### config.mk
export PLATFORM = sky130hd
export DESIGN_NAME = logic_unit_pipe
export DESIGN_NICKNAME = d
export VERILOG_FILES = /design/src/rtl/lu_pkg.sv /design/src/rtl/lu_stage.sv /design/src/rtl/logic_unit_pipe.sv
export SDC_FILE = /design/constraint.sdc
export NUM_CORES = 1
export LEC_CHECK = 0
export ABC_CLOCK_PERIOD_IN_PS = 3000
export BUFFER_PORTS_ARGS = -buffer_cell sky130_fd_sc_hd__buf_2
export CAP_MARGIN = 10
export CORE_MARGIN = 2
export CORE_UTILIZATION = 63
export DETAILED_ROUTE_END_ITERATION = 8
export GPL_TIMING_DRIVEN = 0
export HOLD_SLACK_MARGIN = 0.03
export PLACE_DENSITY_LB_ADDON = 0.3
export SLEW_MARGIN = 25
export SYNTH_ARGS = -nofsm -noshare
export SYNTH_HDL_FRONTEND = slang
export SYNTH_HIERARCHICAL = 1
export SYNTH_SLANG_ARGS = --single-unit
export TNS_END_PERCENT = 30
### constraint.sdc
create_clock -name clk -period 3 [get_ports clk]
set_input_delay 0 -clock clk [delete_from_list [all_inputs] [get_ports clk]]
set_output_delay 0 -clock clk [all_outputs]
set_load 0.05 [all_outputs]
### src/rtl/lu_pkg.sv
// Shared definitions for the pipelined bitwise logic unit: op encodings and sizing limits.
package lu_pkg;

   localparam int unsigned OP_W       = 3;
   localparam int unsigned MAX_STAGES = 4;

   typedef logic [OP_W-1:0] lu_op_t;

   typedef enum logic [OP_W-1:0] {
      LU_AND  = 3'b000,
      LU_OR   = 3'b001,
      LU_XOR  = 3'b010,
      LU_XNOR = 3'b011,
      LU_NAND = 3'b100,
      LU_NOR  = 3'b101,
      LU_NOT  = 3'b110,
      LU_PASS = 3'b111
   } lu_op_e;

endpackage

### src/rtl/lu_stage.sv
// One elastic valid/data register slice. It loads from upstream whenever it is empty
// or its downstream neighbour takes the current beat this cycle.
module lu_stage
   import lu_pkg::*;
#(
   parameter int unsigned W = 8
) (
   input  logic         clk,
   input  logic         reset,
   input  logic         valid_i,
   input  logic [W-1:0] data_i,
   output logic         ready_o,
   output logic         valid_o,
   output logic [W-1:0] data_o,
   input  logic         ready_i
);

   logic         valid_q, valid_d;
   logic [W-1:0] data_q, data_d;

   // Ready depends only on local state and downstream ready, never on valid_i.
   assign ready_o = !valid_q || ready_i;

   always_comb begin
      valid_d = valid_q;
      data_d  = data_q;
      if (ready_o) begin
         valid_d = valid_i;
         if (valid_i) begin
            data_d = data_i;
         end
      end
   end

   always_ff @(posedge clk) begin
      if (reset) begin
         valid_q <= 1'b0;
         data_q  <= '0;
      end else begin
         valid_q <= valid_d;
         data_q  <= data_d;
      end
   end

   assign valid_o = valid_q;
   assign data_o  = data_q;

endmodule

### src/rtl/logic_unit_pipe.sv
// Bitwise logic unit feeding a STAGES-deep elastic pipeline of lu_stage slices.
// Define LU_PARITY_EN to add a pipelined parity output (XOR-reduction of the result).
module logic_unit_pipe
   import lu_pkg::*;
#(
   parameter int unsigned WIDTH  = 32,
   parameter int unsigned STAGES = 2
) (
   input  logic             clk,
   input  logic             reset,
   input  logic             in_valid,
   output logic             in_ready,
   input  logic [OP_W-1:0]  op,
   input  logic [WIDTH-1:0] a,
   input  logic [WIDTH-1:0] b,
   output logic             out_valid,
   input  logic             out_ready,
   output logic [WIDTH-1:0] y,
   output logic             zero
`ifdef LU_PARITY_EN
   ,
   output logic             parity
`endif
);

`ifdef LU_PARITY_EN
   localparam int unsigned PW = WIDTH + 2;
`else
   localparam int unsigned PW = WIDTH + 1;
`endif

   if (STAGES < 1 || STAGES > MAX_STAGES || WIDTH < 1 || WIDTH > 64) begin : g_bad_cfg
      $error("logic_unit_pipe: WIDTH must be 1..64 and STAGES 1..%0d", MAX_STAGES);
   end

   logic [WIDTH-1:0] res;
   logic [PW-1:0]    payload;

   always_comb begin
      res = '0;
      case (op)
         LU_AND:  res = a & b;
         LU_OR:   res = a | b;
         LU_XOR:  res = a ^ b;
         LU_XNOR: res = ~(a ^ b);
         LU_NAND: res = ~(a & b);
         LU_NOR:  res = ~(a | b);
         LU_NOT:  res = ~a;
         LU_PASS: res = a;
      endcase
   end

`ifdef LU_PARITY_EN
   assign payload = {^res, ~|res, res};
`else
   assign payload = {~|res, res};
`endif

   // Index k is the link feeding stage k; index STAGES is the output port side.
   logic [STAGES:0] vld;
   logic [STAGES:0] rdy;
   logic [PW-1:0]   pay [0:STAGES];

   assign vld[0]      = in_valid;
   assign pay[0]      = payload;
   assign rdy[STAGES] = out_ready;
   assign in_ready    = rdy[0];

   for (genvar k = 0; k < STAGES; k++) begin : g_stage
      lu_stage #(.W(PW)) u_stage (
         .clk     (clk),
         .reset   (reset),
         .valid_i (vld[k]),
         .data_i  (pay[k]),
         .ready_o (rdy[k]),
         .valid_o (vld[k+1]),
         .data_o  (pay[k+1]),
         .ready_i (rdy[k+1])
      );
   end

   assign out_valid = vld[STAGES];
   assign y         = pay[STAGES][WIDTH-1:0];
   assign zero      = pay[STAGES][WIDTH];
`ifdef LU_PARITY_EN
   assign parity    = pay[STAGES][WIDTH+1];
`endif

endmodule
* Word level (Yosys, flattened, before mapping) *
Cells that the tools add are included.

operators by class
  reduce and logical (&&, ||, !) cells = 9
  bitwise gates (word level) = 7
  equality and inequality tests = 7
  muxes and demuxes = 1

operator list
  kind                count
  $pmux 32 s8         1
  $not 32->32         4
  $and 32x32->32      1
  $or 32x32->32       1
  $reduce_or 32->1    1
  $xor 32x32->32      1
  $eq 3x3->1 const B  4
  $eq 3x2->1 const B  2
  $reduce_and 2->1    2
  $eq 3x1->1 const B  1
  $logic_not 1->1     3
  $logic_not 3->1     1
  $logic_or 1x1->1    2

storage, ports and cells
  word-level logic and storage cells = 28
  output and inout bits = 35
  register bits = 68
  bits of input ports = 71

* Depth between registers and ports, before layout *
  depth after elaboration = 5
  gate-level depth with buffers = 13
  depth with buffers taken out = 11

* Cells and area by module *
Netlist, hierarchy kept.

by module, submodules not included
  module           area each (µm²)  cells an instance  instances  sequential area each (µm²)
  logic_unit_pipe  3,419.5          493                1          0.0
  lu_stage         1,621.6          155                2          680.7

* Least setup slack after synthesis *
Ideal clock, no wire load.

  path type = input -> register
  start point = input port a[25]
  end point = register g_stage[0].u_stage.data_q[32]
  slack = 1.013 ns
  buffers on the path = 0
  required time = 2.933 ns
  cell stages on the path = 11
  arrival = 1.920 ns
  setup time = 0.067 ns
  path through = inv_1 > ha_1 > nor2b_1 > o32ai_1 > a211oi_1 > nor3_1 > or4_1 > nor4b_1 > and4b_1 > nand3_1 > a21oi_2

RTL lines
  element               line                   source
  from (decl)           logic_unit_pipe.sv:14  input logic [WIDTH-1:0] a,
  to (signal assigned)  lu_stage.sv:41         data_q <= data_d;
  to (decl)             lu_stage.sv:19         logic [W-1:0] data_q, data_d;

==> impl_results.md <==
* Post-detailed-route via-to-cell ratio at 5.98
* Rows at 37
* Post-Syn Instances at 803
* HP Start: in_valid
* Multi-input logic area at 4480 um^2
* Max-Cap Viols at 0
* Die area at 11400 um^2
* CTS clk-pin slew, worst paths at 0.07 ns
* Fin Hold WS at 0.105 ns
* Setup TNS at 0 ns
* Num Clock Sinks at 68
* Pre-antenna DRT Iters at 5
* Worst R2R Start: g_stage[1].u_stage/valid_o
* HPWL after detailed placement at 13700 um
* Crit-path max FO at 10
* Number of global-route vias before repair at 6120
* Cell variety after synth at 59
* Fin. Hold Viols at 0
* Synth Flop Type: dfxtp_1
* H-Tree Level Count at 3
* Met2 track demand over resource at 57.4%
* Initial core utilization at 64.8%
* Post-synth EDFFs at 0
* Seq/Total Area, Yosys at 20.4%
* Synth Cell Area at 6660 um^2
* DRC violations left at 0
* Skew final at 0.00739 ns
* Critical Path Sink Type: flop
* CTS tree: yes
* Post-synth ARST share at 0%
* Worst-Margin Slew at 0.683 ns
* Cts bufs inserted at 9
* ANT nets after route at 0
* Hold Path Depth at 3
* Setup CP Type: in2reg
* GR Util met3 at 2.61%
* Setup Fix Bufs, Post-CTS at 0
* Period utilization at 73.3%
* Layout fillers at 785
* # diodes at 0
* Pwr per Cell Area at 368 nW/um^2
* Leak at 0.00343 uW
* Clock root cell: clkbuf_8
* Clock Latency Late Sink at 0.35 ns
* Layout cells sized above 1 at 28.0%
* Gr usage total at 32.3%
* Initial drt markers at 409
* WP data required at 3.22 ns
* Pins Over Slew Limit at 0
* Minimum clock period at 2.20 ns
* Routed wire length at 18300 um
* Wire length of the first global-routing pass at 29800 um
* CP Launch Point: op[2]
* Die Y at 107 um
* Setup violations, final at 0
* Grt ovf at 0
* Syn avg cell area at 8.30 um^2
* Clk buf depth at 2
* Synth Register Bits at 68
* Post-layout util at 74.0%
* Max-slew headroom at 54.4%
* Syn-to-layout area delta at 14.1%
* Register area at 1360 um^2
* Gp weighted congestion at 1.01
* I/O Pins at 106
* # nets final at 1052
* Die X at 107 um
* YS warnings at 6
* GR Util met1 at 40.0%
* Initial antenna violation count at 0
* Status: finished, final reports clean
* Data arrival, critical path at 2.42 ns
* Gr busiest metal: met2
* RSZ-0062 raised after global routing: no
* Syn nets at 938
* VDD IR max at 0.333 mV
* Wire per inst at 17.3 um
* Largest net degree at the start of global routing at 12
* Reg2reg path depth at 8
* Fmax at 455 MHz
* CP startpoint kind: primary input
* PortBufs at 102
* Vias at 6323
* Core area at 10300 um^2
* Hold/Removal Path Class: in2reg
## synth_stat cells, drive strengths merged (18+ instances only)
master | number | area (um^2)
nor2 | 27 | 104
a21bo | 66 | 661
dfxtp | 68 | 1360
inv | 84 | 320
ha | 64 | 801
a21oi | 102 | 758
xnor2 | 39 | 342
nor2b | 19 | 119
nor3 | 33 | 165
buf | 65 | 474
nand2 | 19 | 73.8
o21ai | 18 | 90.1
nand3 | 68 | 340
## state kept, by name, summed over array words and instances (netlist names)
| name | flops |
|---|---|
| g_stage.u_stage/data_o | 66 |
| g_stage.u_stage/valid_o | 2 |
## worst max-delay path, stage by stage
cell      delay [ns]
buf_2           0.10
buf_2           0.29
inv_6           0.12
nor2_2          0.30
buf_2           0.34
a211oi_1        0.12
nor3_1          0.53
nor2_1          0.10
nor4b_1         0.16
and4b_1         0.20
nand3_1         0.08
a21oi_2         0.06
## timing repair
| action | CTS | global route |
|---|---|---|
| hold buffers | 1 | 0 |
| hold endpoints to repair | 6 | 0 |
| resized for setup | 0 | 0 |
## metrics by stage
stage          instances  setup WS (ns)  area (um^2)  power [uW]
2_1_floorplan        803           1.01         6660        1630
3_3_place_gp        1041          0.494         7340        1840
3_5_place_dp        1041          0.499         7340        1870
4_1_cts             1058          0.856         7600        2790
5_1_grt             1058          0.542         7600        2910
6_report            1058          0.802         7600        2800
## kinds of logic after synthesis
| kind of cell | share of synthesized area (%) |
|---|---|
| compound gates | 32.6 |
| xor+xnor | 5.65 |
| mux | 2.01 |
| buf+inv | 12.4 |
| flops | 20.4 |
| simple gates | 14.9 |
| fa+ha+maj | 12.0 |
## power by group
| part | switching (uW) | total [uW] | leakage (uW) | internal (uW) |
|---|---|---|---|---|
| combinational | 534 | 897 | 0.00275 | 363 |
| clock | 324 | 920 | 0.000127 | 596 |
| sequential | 29.3 | 981 | 0.000555 | 951 |
| total | 887 | 2800 | 0.00343 | 1910 |
## path summary, 6_finish.rpt
kind | to | slack, ns
setup / recovery | g_stage[0].u_stage/data_o[32] | 0.80
hold / removal | g_stage[0].u_stage/data_o[30] | 0.10
hold reg to reg | g_stage[1].u_stage/data_o[29] | 0.48
setup reg to reg | g_stage[0].u_stage/data_o[22] | 1.38
## cell usage in the layout, fill, tap and decap left out, drive strengths merged, types with 2 or more instances in the layout
master  count
a211o       4
a211oi     17
a21bo      66
a21o        5
a21oi     102
a221oi     16
a311oi      3
a31oi       2
and2        3
buf       167
bufinv      3
clkbuf     20
dfxtp      68
ha         64
inv        84
mux2        3
mux2i      10
nand2      19
nand2b      5
nand3      68
nand4       2
nor2       27
nor2b      19
nor3       33
nor3b       2
nor4        2
o211ai      3
o21a       10
o21ai      18
o31ai       4
o32ai      10
or2         3
or4         2
xnor2      39
xor2        4
## metal layers
metal  part of all wire [%]  wire [um]
met4                    3.0        546
met5                      0          0
met1                     42       7640
met2                     48       8800
met3                    7.0       1280
## layout make-up
type	instances	share of cell area, %
inverter	84	4.21
clock inverter	4	1.25
multi-input combinational	578	58.9
timing repair buffer	103	6.85
clock buffer	12	2.04
sequential	68	17.9
tap	136	2.24
buffer	73	6.63
Power figures use the tool's default switching activity.
